==> src/rtl/instr_queue.sv <==
// instr_queue: first-word fall-through decoupling FIFO between fetch and decode.
// Define INSTR_QUEUE_BYPASS_EN for a zero-latency path through an empty queue.
module instr_queue #(
  parameter int DEPTH = 8,
  parameter int XLEN  = 64,
  parameter int ILEN  = 32
) (
  input  logic                     clk_i,
  input  logic                     rst_i,
  input  logic                     flush_i,
  input  logic                     fetch_valid_i,
  output logic                     fetch_ready_o,
  input  logic [XLEN-1:0]          fetch_pc_i,
  input  logic [ILEN-1:0]          fetch_instr_i,
  input  logic                     fetch_pred_taken_i,
  input  logic [XLEN-1:0]          fetch_pred_target_i,
  output logic                     issue_valid_o,
  input  logic                     issue_ready_i,
  output logic [XLEN-1:0]          issue_pc_o,
  output logic [ILEN-1:0]          issue_instr_o,
  output logic                     issue_pred_taken_o,
  output logic [XLEN-1:0]          issue_pred_target_o,
  output logic [$clog2(DEPTH):0]   count_o,
  output logic                     full_o,
  output logic                     empty_o
);

  localparam int PW = $clog2(DEPTH);
  localparam int CW = PW + 1;
  localparam logic [CW-1:0]   CNT_ONE  = CW'(1);
  localparam logic [CW-1:0]   CNT_FULL = CW'(DEPTH);
  localparam logic [CW-1:0]   CNT_ZERO = {CW{1'b0}};
  localparam logic [PW-1:0]   PTR_ONE  = PW'(1);
  localparam logic [PW-1:0]   PTR_ZERO = {PW{1'b0}};
  localparam logic [ILEN-1:0] NOP      = ILEN'(32'h0000_0013);

  typedef struct packed {
    logic [XLEN-1:0] pc;
    logic [ILEN-1:0] instr;
    logic            taken;
    logic [XLEN-1:0] target;
  } entry_t;

  entry_t          mem_r [DEPTH];
  logic [PW-1:0]   wr_ptr_r;
  logic [PW-1:0]   rd_ptr_r;
  logic [CW-1:0]   count_r;
  logic            full_r;
  logic            empty_r;

  logic            push_s;
  logic            pop_s;
  logic            bypass_s;
  logic [CW-1:0]   count_next_s;
  entry_t          fetch_entry_s;
  entry_t          head_s;

  assign fetch_entry_s = '{pc: fetch_pc_i, instr: fetch_instr_i,
                           taken: fetch_pred_taken_i, target: fetch_pred_target_i};
  assign head_s        = mem_r[rd_ptr_r];

  assign fetch_ready_o = !full_r;
  assign count_o       = count_r;
  assign full_o        = full_r;
  assign empty_o       = empty_r;

  // Handshake qualification; flush drops any push or pop in its cycle.
  always_comb begin
    push_s   = 1'b0;
    pop_s    = 1'b0;
    bypass_s = 1'b0;
    if (flush_i) begin
      push_s = 1'b0;
      pop_s  = 1'b0;
    end else begin
`ifdef INSTR_QUEUE_BYPASS_EN
      bypass_s = empty_r && fetch_valid_i && issue_ready_i;
`endif
      push_s = fetch_valid_i && !full_r && !bypass_s;
      pop_s  = !empty_r && issue_ready_i;
    end
  end

  // Occupancy update for the non-flush case.
  always_comb begin
    count_next_s = count_r;
    case ({push_s, pop_s})
      2'b10:   count_next_s = count_r + CNT_ONE;
      2'b01:   count_next_s = count_r - CNT_ONE;
      default: count_next_s = count_r;
    endcase
  end

  // Pointer, count and status flag registers.
  always_ff @(posedge clk_i or posedge rst_i) begin
    if (rst_i) begin
      wr_ptr_r <= PTR_ZERO;
      rd_ptr_r <= PTR_ZERO;
      count_r  <= CNT_ZERO;
      full_r   <= 1'b0;
      empty_r  <= 1'b1;
    end else if (flush_i) begin
      wr_ptr_r <= PTR_ZERO;
      rd_ptr_r <= PTR_ZERO;
      count_r  <= CNT_ZERO;
      full_r   <= 1'b0;
      empty_r  <= 1'b1;
    end else begin
      if (push_s) begin
        wr_ptr_r <= wr_ptr_r + PTR_ONE;
      end
      if (pop_s) begin
        rd_ptr_r <= rd_ptr_r + PTR_ONE;
      end
      count_r <= count_next_s;
      full_r  <= (count_next_s == CNT_FULL);
      empty_r <= (count_next_s == CNT_ZERO);
    end
  end

  // Entry storage; deliberately not reset.
  always_ff @(posedge clk_i) begin
    if (push_s) begin
      mem_r[wr_ptr_r] <= fetch_entry_s;
    end
  end

  // Head presentation; an empty queue shows a masked NOP, never stale data.
  always_comb begin
    issue_valid_o       = 1'b0;
    issue_pc_o          = {XLEN{1'b0}};
    issue_instr_o       = NOP;
    issue_pred_taken_o  = 1'b0;
    issue_pred_target_o = {XLEN{1'b0}};
    if (!empty_r) begin
      issue_valid_o       = 1'b1;
      issue_pc_o          = head_s.pc;
      issue_instr_o       = head_s.instr;
      issue_pred_taken_o  = head_s.taken;
      issue_pred_target_o = head_s.target;
    end
`ifdef INSTR_QUEUE_BYPASS_EN
    else if (!flush_i && fetch_valid_i) begin
      issue_valid_o       = 1'b1;
      issue_pc_o          = fetch_pc_i;
      issue_instr_o       = fetch_instr_i;
      issue_pred_taken_o  = fetch_pred_taken_i;
      issue_pred_target_o = fetch_pred_target_i;
    end
`endif
    else begin
      issue_valid_o       = 1'b0;
      issue_pc_o          = {XLEN{1'b0}};
      issue_instr_o       = NOP;
      issue_pred_taken_o  = 1'b0;
      issue_pred_target_o = {XLEN{1'b0}};
    end
  end

endmodule

==> config.mk <==
export PLATFORM = sky130hd
export DESIGN_NAME = instr_queue
export DESIGN_NICKNAME = d
export VERILOG_FILES = /design/src/rtl/instr_queue.sv
export SDC_FILE = /design/constraint.sdc
export NUM_CORES = 1
export LEC_CHECK = 0
export CAP_MARGIN = 15
export CELL_PAD_IN_SITES_DETAIL_PLACEMENT = 1
export CELL_PAD_IN_SITES_GLOBAL_PLACEMENT = 1
export CORE_ASPECT_RATIO = 1.25
export CORE_UTILIZATION = 52
export DETAILED_ROUTE_END_ITERATION = 6
export PLACE_DENSITY_LB_ADDON = 0.2
export REMOVE_ABC_BUFFERS = 1
export SYNTH_ARGS = -nofsm -noshare
export SYNTH_HDL_FRONTEND = slang
export SYNTH_SLANG_ARGS = --single-unit
==> constraint.sdc <==
create_clock -name clk_i -period 17.7 [get_ports clk_i]
set_input_delay 3.54 -clock clk_i [delete_from_list [all_inputs] [get_ports clk_i]]
set_output_delay 3.54 -clock clk_i [all_outputs]
set_load 0.03 [all_outputs]
# Yosys cells after proc, flatten, opt, wreduce, memory -nomap -nowiden

Memory sizes are Yosys's and may differ from the RTL's.
Index checks and enable logic that the tools add are counted.

Memories kept: 1
Input bits: 166
Word-level logic and storage cells: 37
Bits in writable memories: 1288
Output and inout bits: 169
Bits in registers: 12

Memory list:

| memory | depth | bits a word | read ports | clocked after Yosys merged registers in | write ports | RTL line | RTL |
|---|---|---|---|---|---|---|---|
| mem_r  | 8     | 161         | 1          | 0                                       | 1           | 44       | `entry_t mem_r [DEPTH];` |

Eq/ne operators: 3
Reductions and logical operators: 7
Multiplexer cells: 17
$add $sub $neg: 4

Operator list:

| operator            | number |
|---|---|
| $mux 64             | 2 |
| $mux 32             | 1 |
| $mux 3              | 4 |
| $mux 1              | 8 |
| $pmux 4 s2          | 1 |
| $add 3x1->3 const B | 2 |
| $add 4x1->4 const B | 1 |
| $eq 4x4->1 const B  | 1 |
| $logic_not 4->1     | 1 |
| $mux 4              | 1 |
| $reduce_bool 2->1   | 2 |
| $sub 4x1->4 const B | 1 |
| $eq 2x1->1 const B  | 1 |
| $eq 2x2->1 const B  | 1 |
| $logic_and 1x1->1   | 2 |
| $logic_not 1->1     | 2 |

# Depth between registers and ports, before layout

Gate-level depths: netlist of run 1.

Word-level depth: 7
Mapped depth: 11
Gate-level depth less buffers: 10

# Worst setup path after synthesis of run 1

OpenSTA, ideal clock, no wires.

Kind: input -> register
Start: input port fetch_valid_i
End: memory mem_r[0][0] in the netlist's numbering (enable)
Path buffers: 0
Library setup time: 0.879 ns
Cell stages on the path: 3
Arrival time: 14.833 ns
Data required time: 16.821 ns
Path slack: 1.988 ns
Cells stage by stage: nand2b_1 or3_1 nor3_1

Word-level cells in the longest chain between the ends: 4

RTL lines:

| what                         | RTL line | RTL |
|---|---|---|
| start, declared              | 11       | `input logic fetch_valid_i,` |
| $logic_and 1x1->1            | 79       | `push_s = fetch_valid_i && !full_r && !bypass_s;` |
| $mux 1                       | 72       | `if (flush_i) begin` |
| $mux 1                       | 123      | `if (push_s) begin` |
| $mux 1 (not written as such) | 124      | `mem_r[wr_ptr_r] <= fetch_entry_s;` |
| end, declared                | 44       |  |

Every way passes these cells.

# Final worst setup path of run 1

Start: register rd_ptr_r[1]
End: output port issue_pred_target_o[61]

Word-level cells in the longest chain between the ends: 2

RTL lines:

| what                   | RTL line | RTL |
|---|---|---|
| start, declared        | 46       | `logic [PW-1:0] rd_ptr_r;` |
| start signal, assigned | 113      | `rd_ptr_r <= rd_ptr_r + PTR_ONE;` |
| $mem_v2 8x161          | --       |  |
| $mux 64                | 135      | `if (!empty_r) begin` |
| end, declared          | 22       | `output logic [XLEN-1:0] issue_pred_target_o,` |

Every way passes these cells.

==> results of run 1 <==
[metrics by stage]
| step | instance area, sq um | power (uW) | util (%) |
|---|---|---|---|
| after floorplan | 48900 | 3988 | - |
| after global placement | 54170 | 4104 | 57.37 |
| after detailed placement | 54170 | 4124 | 57.37 |
| after CTS | 58310 | 6800 | 61.75 |
| after global routing | 58310 | 6922 | 61.75 |
| final | 58320 | 6729 | 61.76 |
[power breakdown]
| part | internal (uW) | switching [uW] | leakage [uW] |
|---|---|---|---|
| clock | 1550 | 1130 | 0.00201 |
| combinational | 259 | 322 | 0.00384 |
| sequential | 3440 | 32.8 | 0.0118 |
[layout make-up]
type	count	area [sq um]
well taps	1216	1521
fillers	7606	36120
inverters	5	18.77
repair buffers	365	3676
multi-input cells	709	9962
diodes	3	7.507
flip-flops and latches	1300	38990
clock buffers	170	3498
clock inverters	63	639.4
[metal layers]
layer	GRT usage, %	up-vias	routed length [microns]
met3	5.027	168	6302
li1	-	9672	-
met1	30.58	12320	44570
met4	6.382	24	2064
met5	0	-	148
met2	40.11	643	57410
[Yosys cell counts]
cell type	instances
sky130_fd_sc_hd__a211oi_1	1
sky130_fd_sc_hd__a21bo_2	1
sky130_fd_sc_hd__a21oi_1	2
sky130_fd_sc_hd__a21oi_2	1
sky130_fd_sc_hd__a22o_1	1
sky130_fd_sc_hd__a2bb2oi_2	1
sky130_fd_sc_hd__a31o_1	1
sky130_fd_sc_hd__and2_1	1
sky130_fd_sc_hd__buf_1	8
sky130_fd_sc_hd__buf_2	43
sky130_fd_sc_hd__buf_4	1
sky130_fd_sc_hd__buf_6	31
sky130_fd_sc_hd__clkbuf_1	28
sky130_fd_sc_hd__dfrtp_1	11
sky130_fd_sc_hd__dfstp_2	1
sky130_fd_sc_hd__edfxtp_1	1288
sky130_fd_sc_hd__ha_1	5
sky130_fd_sc_hd__inv_1	5
sky130_fd_sc_hd__mux2i_1	164
sky130_fd_sc_hd__mux4_2	322
sky130_fd_sc_hd__nand2_1	9
sky130_fd_sc_hd__nand2b_1	3
sky130_fd_sc_hd__nand3b_1	1
sky130_fd_sc_hd__nor2_1	178
sky130_fd_sc_hd__nor2b_1	4
sky130_fd_sc_hd__nor3_1	2
sky130_fd_sc_hd__nor4bb_1	1
sky130_fd_sc_hd__o211ai_2	1
sky130_fd_sc_hd__o41ai_1	1
sky130_fd_sc_hd__or3_1	1
sky130_fd_sc_hd__or4b_4	1
sky130_fd_sc_hd__xnor2_1	3
sky130_fd_sc_hd__xor2_1	4
[registers in the layout (all words and copies together), names as in the netlist]
name	cells
mem_r	1288
empty_o	1
full_o	1
wr_ptr_r	3
count_o	4
rd_ptr_r	3
[how the worst max path moves through the flow]
stage                                          to  slack, ps   startpoint  depth (start not counted)
final                     issue_pred_target_o[61]       9050  rd_ptr_r[1]                          6
after global routing               issue_pc_o[46]       8620  rd_ptr_r[0]                          6
after CTS                          issue_pc_o[55]       8890  rd_ptr_r[0]                          6
after detailed placement           issue_pc_o[46]       9720  rd_ptr_r[0]                          6
after global placement             issue_pc_o[53]       9770  rd_ptr_r[0]                          6
after floorplan                 issue_instr_o[10]        400  rd_ptr_r[0]                          3
[cells by family (layout without fill, tap and decap cells)]
family / after synthesis / in the layout / share of synthesized area [%]
muxes: 486 / 486 / 17.93
xor gates and xnor gates: 7 / 7 / 0.1236
other: 0 / 3 / 0
buffers and inverters: 116 / 603 / 1.463
DFF: 1300 / 1300 / 78.57
AOI/OAI and AO/OA: 10 / 10 / 0.1816
adders and majority gates: 5 / 5 / 0.1261
and+or+nand+nor: 201 / 201 / 1.612
[critical path: cells and delay by family (launching register included)]
family	cells	cell delay (ps)
DFF	1	940
buffers and inverters	3	2430
and+or+nand+nor	1	120
muxes	2	690
==> results.md, run 1 <==
- The run finished with clean final reports.
- Setup violations remaining at the end of the flow were counted as 0.
- The startpoint of the most critical hold path is wr_ptr_r[0].
- After detailed placement, the design holds a cell count of 3595.
- Ranked by total cell area, the synthesized netlist is headed by sky130_fd_sc_hd__edfxtp_1 (78%), sky130_fd_sc_hd__mux4_2 (15%), sky130_fd_sc_hd__mux2i_1 (3.3%), sky130_fd_sc_hd__nor2_1 (1.3%), sky130_fd_sc_hd__buf_6 (0.70%).
- The die is ~350 microns tall.
- The count of nets after finishing is between 2000 and 3000.
- The worst reg2reg path endpoint is full_o.
- The mean cell area of the mapped netlist is 23.35 sq um.
- The initial standard-cell utilization of the core is 52.54%.
- The final routed DRC violation total is 0.
- The clock skew after layout is between 20 and 30 ps.
- The startpoint identified for the worst register-to-register timing path is empty_o.
- The capturing element type of the critical path is an output port.
- The number of standard cells in the layout, taps in and fillers out is between 3000 and 4000.
- The quantity of hold-fixing buffers added after cts is 0.
- The Yosys step of the flow raised 0 warnings.
- In this run the biggest area consumer among cell types represents between 70% and 80% of the synthesized area.
- The area of the placeable core is roughly 94000 sq um.
- The number of I/O pins is between 300 and 400.
- VDD sags by at most 0.00008141 V.
- The worst-case register-to-register setup slack is 14110 ps.
- The first detailed-routing pass ran for 7 iterations.
- The number of buffers created by CTS is ~130.
- In this run the worst hold path is classified as register to register.
- The synthesized design spends more area on one cell type than any other, namely sky130_fd_sc_hd__edfxtp_1.
- The die covers between 90000 and 100000 sq um.
- Entering global routing, the biggest net connects 120 pins.
- The die is between 200 and 300 microns wide.
- The mean routed wirelength per cell is between 20 and 30 microns.
- For this block, the routed nets add up to ~110000 microns of wire.
- The number of standard cells after synthesis is about 2100.
- The count of antenna-violating nets left after detailed routing is 0.
- The signal on the critical path passes through buf_4 -> buf_4 -> mux4_2 -> mux2i_1 -> nor2_1 -> clkdlybuf4s50_1.
- The source-to-sink clock delay at the later pin of the worst-skew pair is between 700 and 800 ps.
- The ratio of final minimum period to clock period is approximately half.
- Cells with a size suffix above 1 make up about a fifth of the layout.
- For this design the ratio of total power to cell area is about 120 nW/um^2.
- Synthesis instantiated 33 different standard cells from the library.
- In this run the core area contains roughly 130 standard-cell rows.
- The TritonCTS clock tree is done.
- The max-slew violation count is 0.
- For hold timing, the worst endpoint is wr_ptr_r[0].
- Of all nets on the critical path, the largest fanout is 70.
- The tree is rooted in a sky130_fd_sc_hd__clkbuf_16.
- In this run the post-CTS setup repair buffer count came out at 0.
- The via count of the first global-routing pass is around 26000.
- Buffers placed on the I/O ports in this run total around 330.
- The worst relative slew slack is between 20% and 30%.
- The launching element type of the critical path is a register.
- The setup total negative slack is 0 ps.
- Along the worst hold path, the cell count comes to 2.
- The congestion estimate from routability-driven global placement came to slightly above 0.7.
- Counting stages on the worst path, the most repeated cell is sky130_fd_sc_hd__buf_4.
- Sequential cells were found to cover a little under 80% of the synthesized design area.
- For this design the static power due to leakage is about 0.018 uW.
- The data arrival time at the worst-slack endpoint is just over 5000 ps.
- The number of cells on the worst reg-to-reg path is 9.
- The number of failing hold endpoints at the final stage is 0.
- Gates resized during post-CTS repair numbered 0.
- The routed layout has around 23000 vias.
- In this design, the stage delay of the slowest critical-path cell is about 940 ps.
- The leftover overflow at the end of global routing is 0.
- In this run the cell area of the synthesized design comes to between 40000 and 50000 sq um.
- Clock tree synthesis found a total of 1300 sinks.
- The number of antenna violations at the first check in global routing is 14.
- The worst slack at placement is roughly 10000 ps.
- The clock-pin slew reported for the worst setup and hold paths after clock tree synthesis is about 60 ps.
- The initial detailed-routing violation count is approximately 1600.
- The number of register bits inferred by synthesis is 1300.
- On the critical path, the stage with the largest delay is an instance of sky130_fd_sc_hd__dfrtp_4.
- The HPWL after detailed placement is 58320 microns.
- The measured slew at the worst slew-check pin is approximately 1200 ps.
- The highest clock frequency the design can meet is 0.1156 GHz.
- The first global-routing pass estimated between 150000 and 200000 microns of wire.
- Setup repair after global routing left no endpoint under its margin.
- The H-tree depth is 4.
- In the layout the commonest cells are sky130_fd_sc_hd__edfxtp_1 (1288), sky130_fd_sc_hd__clkdlybuf4s50_1 (334), sky130_fd_sc_hd__mux4_2 (322).
- The aggregate global-route resource usage is a little under a quarter.
- The detailed-route vias per instance is about 6.
- The library cell used most frequently in the layout, excluding fill and tap cells, is sky130_fd_sc_hd__edfxtp_1.
- The post-route worst setup slack is ~9100 ps.
- At the worst endpoint, the required time is ~14000 ps.
- The area added between synthesis and finish is 17.55%.
- The worst path needs 8649 ps of the cycle, external delays included.
- The max-capacitance violation count is 0.
- The critical setup path kind is register to output port.
- Final hold analysis gives a worst-case slack of around 640 ps.
- The clock passes through at most 3 buffers.
Note: power is estimated with default switching activity, not from simulation.
==> run 2: changes to the inputs <==
clock period = 8.95 ns   (was 17.7 ns; I/O delays follow)
==> results.md, run 2 (same netlist as run 1, synthesis figures left out) <==
- The proportion of layout cells with a drive suffix above 1 is 20.85% (-0.21 points).
- The global-route wire length before repair is 164100 microns (-0.30%).
- The highest clock frequency the design can meet is roughly 0.17 GHz.
- Walking the worst path, the cells encountered are buf_12 -> mux4_2 -> mux2i_1 -> nor2_1 -> clkdlybuf4s50_1.
- The number of antenna violations at the first check in global routing came to 18 (+4).
- The TritonCTS clock tree is done.
- The maximum VDD drop was 0.0001711 V (+110%).
- The maximum cell stage delay along the critical path is 1070 ps (+130 ps).
- The footprint of the flip-flops and latches is 38990 sq um (unchanged).
- The final wirelength is 110100 microns (-0.36%).
- The placed wire-length estimate after detailed placement is 57610 microns (-1.2%).
- The multi-input logic area came to 9962 sq um (unchanged).
- The H-tree depth is 4 (unchanged).
- The detailed-route via count was 22790 (-0.18%).
- The critical path data required time is 7160 ps (-7000 ps).
- The number of buffers created by CTS is 131 (-0.76%).
- The final-report setup violation count is 0 (unchanged).
- The post-cts resize count was 0 (unchanged).
- The max-slew violation count is 0 (unchanged).
- Counting I/O delays and the setup requirement, the final critical path takes 5956 ps.
- The worst relative slew slack is 22.18% (-0.70 points).
- The number of cells traversed by the worst register-to-register path was 9 (unchanged).
- The power density relative to cell area is 227.8 nW/um^2 (+97%).
- The flip-flop count of the largest register, all copies and words added is 1288 (unchanged).
- Setup repair after global routing left no endpoint under its margin.
- The count of nets after finishing is 2686 (+0.075%).
- The count of antenna-violating nets left after detailed routing is 0 (unchanged).
- The final routed DRC violation total is 0 (unchanged).
- The mean routed wirelength per cell is 28.66 microns (-0.62%).
- The number of stages on the worst hold path was 2 (unchanged).
- The source-to-sink clock delay at the later pin of the worst-skew pair is 710 ps (about the same).
- The via count of the first global-routing pass is 25570 (-0.22%).
- The number of failing hold endpoints at the final stage came to 0 (unchanged).
- Counting flops per register, the top entry is mem_r.
- The power consumption is 13310 uW (+98%).
- The run finished with clean final reports.
- The number of I/O pins is 335 (unchanged).
- The max-capacitance violation count is 0 (unchanged).
- The die outline area is 96650 sq um (unchanged).
- The buffer cell driving the clock tree root is sky130_fd_sc_hd__clkbuf_16.
- On the critical path, the stage with the largest delay is an instance of sky130_fd_sc_hd__dfrtp_4.
- The worst-case register-to-register setup slack was 5350 ps (-8760 ps).
- The detailed-route vias per instance came to 5.933 (-0.44%).
- The number of clock sinks is 1300 (unchanged).
- The buffers plus inverters on the worst setup path is 2 (-1).
- The area of the placeable core is 94430 sq um (unchanged).
- The startpoint identified for the worst register-to-register timing path is empty_o.
- The initial standard-cell utilization of the core is 52.54% (unchanged).
- The area growth from synthesis to layout is 17.75%.
- The most common cell after layout, fill and taps aside is sky130_fd_sc_hd__edfxtp_1.
- The leftover overflow at the end of global routing was 0 (unchanged).
- The worst reg2reg path endpoint is full_o.
- The count of fill cells added during filler insertion is 7569 (-0.49%).
- The timing endpoint of the critical path is issue_pred_target_o[3].
- The number of standard cells in the layout, taps in and fillers out came to 3841 (+0.26%).
- In this run the worst hold path is classified as register to register.
- The data arrival time at the worst-slack endpoint is 4170 ps (-940 ps).
- The aggregate global-route resource usage is 23.32% (-0.13 points).
- The initial detailed-routing violation count was 1587 (-0.87%).
- The launching element type of the critical path is a register.
- The instance count on the critical path was 5 (-1).
- The die extent in y is 347.3 microns (unchanged).
- The leakage power total is 0.01767 uW (+0.17%).
- The critical setup path kind is register to output port.
- The number of buffers added on ports is 334 (unchanged).
- The largest net degree at the start of global routing is 171 (+43%).
- The total instance count after detailed placement came to 3598 (+0.083%).
- The ratio of final minimum period to clock period is about two thirds.
- STA classifies the critical path endpoint as an output port.
- The largest driver fanout on the critical path came to 98 (+40%).
- Broken down by cell family, the worst path's largest delay share belongs to buffers and inverters.
- The library cells used most frequently in the layout, excluding fill and tap cells, are sky130_fd_sc_hd__edfxtp_1 (1288), sky130_fd_sc_hd__clkdlybuf4s50_1 (334), sky130_fd_sc_hd__mux4_2 (322).
- The clock skew after layout was 23.48 ps (-2.850 ps).
- The quantity of hold-fixing buffers added after cts came to 0 (unchanged).
- The critical path starts at rd_ptr_r[0].
- The number of setup buffers added after CTS is 0 (unchanged).
- The routability-driven placement congestion ratio is 0.7028 (-0.26%).
- The maximum buffer depth of the clock tree is 3 (unchanged).
- The cell row count is 126 (unchanged).
- The clock-pin slew reported for the worst setup and hold paths after clock tree synthesis was 60 ps (about the same).
- The die width came to 278.3 microns (unchanged).
- The detailed-routing iteration count for the pre-antenna-repair pass was 5 (-2).
- The measured slew at the worst slew-check pin is 1167 ps (+10.47 ps).
[run 2: cell types whose count changed in the layout (fill, tap and decap cells not counted), sizes merged]
cell and change:
clkinv +7, inv -5, buf +3, diode +3
clkbuf +3, clkinvlp -1
[run 2: worst reg2reg max path, delay by kind of cell (launching register included)]
family	cells	cell delay [ps]
fa+ha+maj	2	520
mux	1	240
simple gates	3	860
compound gates	1	150
flops	1	1300
xor+xnor	2	420
[run 2: worst min-delay path by stage]
stage / from / end / slack (ps)
global route: wr_ptr_r[0] / wr_ptr_r[0] / 680
detailed placement: wr_ptr_r[0] / wr_ptr_r[0] / 590
global placement: wr_ptr_r[0] / wr_ptr_r[0] / 570
finish: wr_ptr_r[0] / wr_ptr_r[0] / 630
CTS: wr_ptr_r[0] / wr_ptr_r[0] / 620
floorplan: wr_ptr_r[0] / wr_ptr_r[0] / 550
[run 2: power by group]
| part | total (uW) | switching, uW | internal, uW |
|---|---|---|---|
| Combinational | 1150 | 637 | 515 |
| Sequential | 6860 | 65.9 | 6790 |
| Clock | 5300 | 2230 | 3070 |
| Total | 13300 | 2930 | 10400 |
[run 2: final cells by class]
cell class / count / area share (%)
clock inverter: 64 / 1.088
tap: 1216 / 2.605
inverter: 5 / 0.03213
multi-input combinational: 709 / 17.05
clock buffer: 173 / 6.027
antenna: 6 / 0.02570
timing repair buffer: 368 / 6.417
sequential: 1300 / 66.75
[run 2: layer usage]
layer / vias up / share of wire [%] / global-route usage (%)
met5: - / 0.12 / 0
met4: 22 / 2.4 / 7.363
met3: 185 / 5.5 / 4.893
met2: 650 / 51 / 39.15
met1: 12240 / 41 / 30.74
li1: 9693 / - / -
[run 2: metrics by stage]
step | cell area, sq um | hold slack (ps) | utilization [%] | setup WS (ps) | setup TNS (ps)
final | 58420 | 625.6 | 61.86 | 2994 | 0
after global routing | 58410 | 675.2 | 61.86 | 2664 | 0
after CTS | 58400 | 624.4 | 61.84 | 2785 | 0
after detailed placement | 54240 | 591.3 | 57.44 | 3612 | 0
after global placement | 54240 | 574.4 | 57.44 | 3544 | 0
after floorplan | 48900 | 550.4 | - | -6600 | -3234510
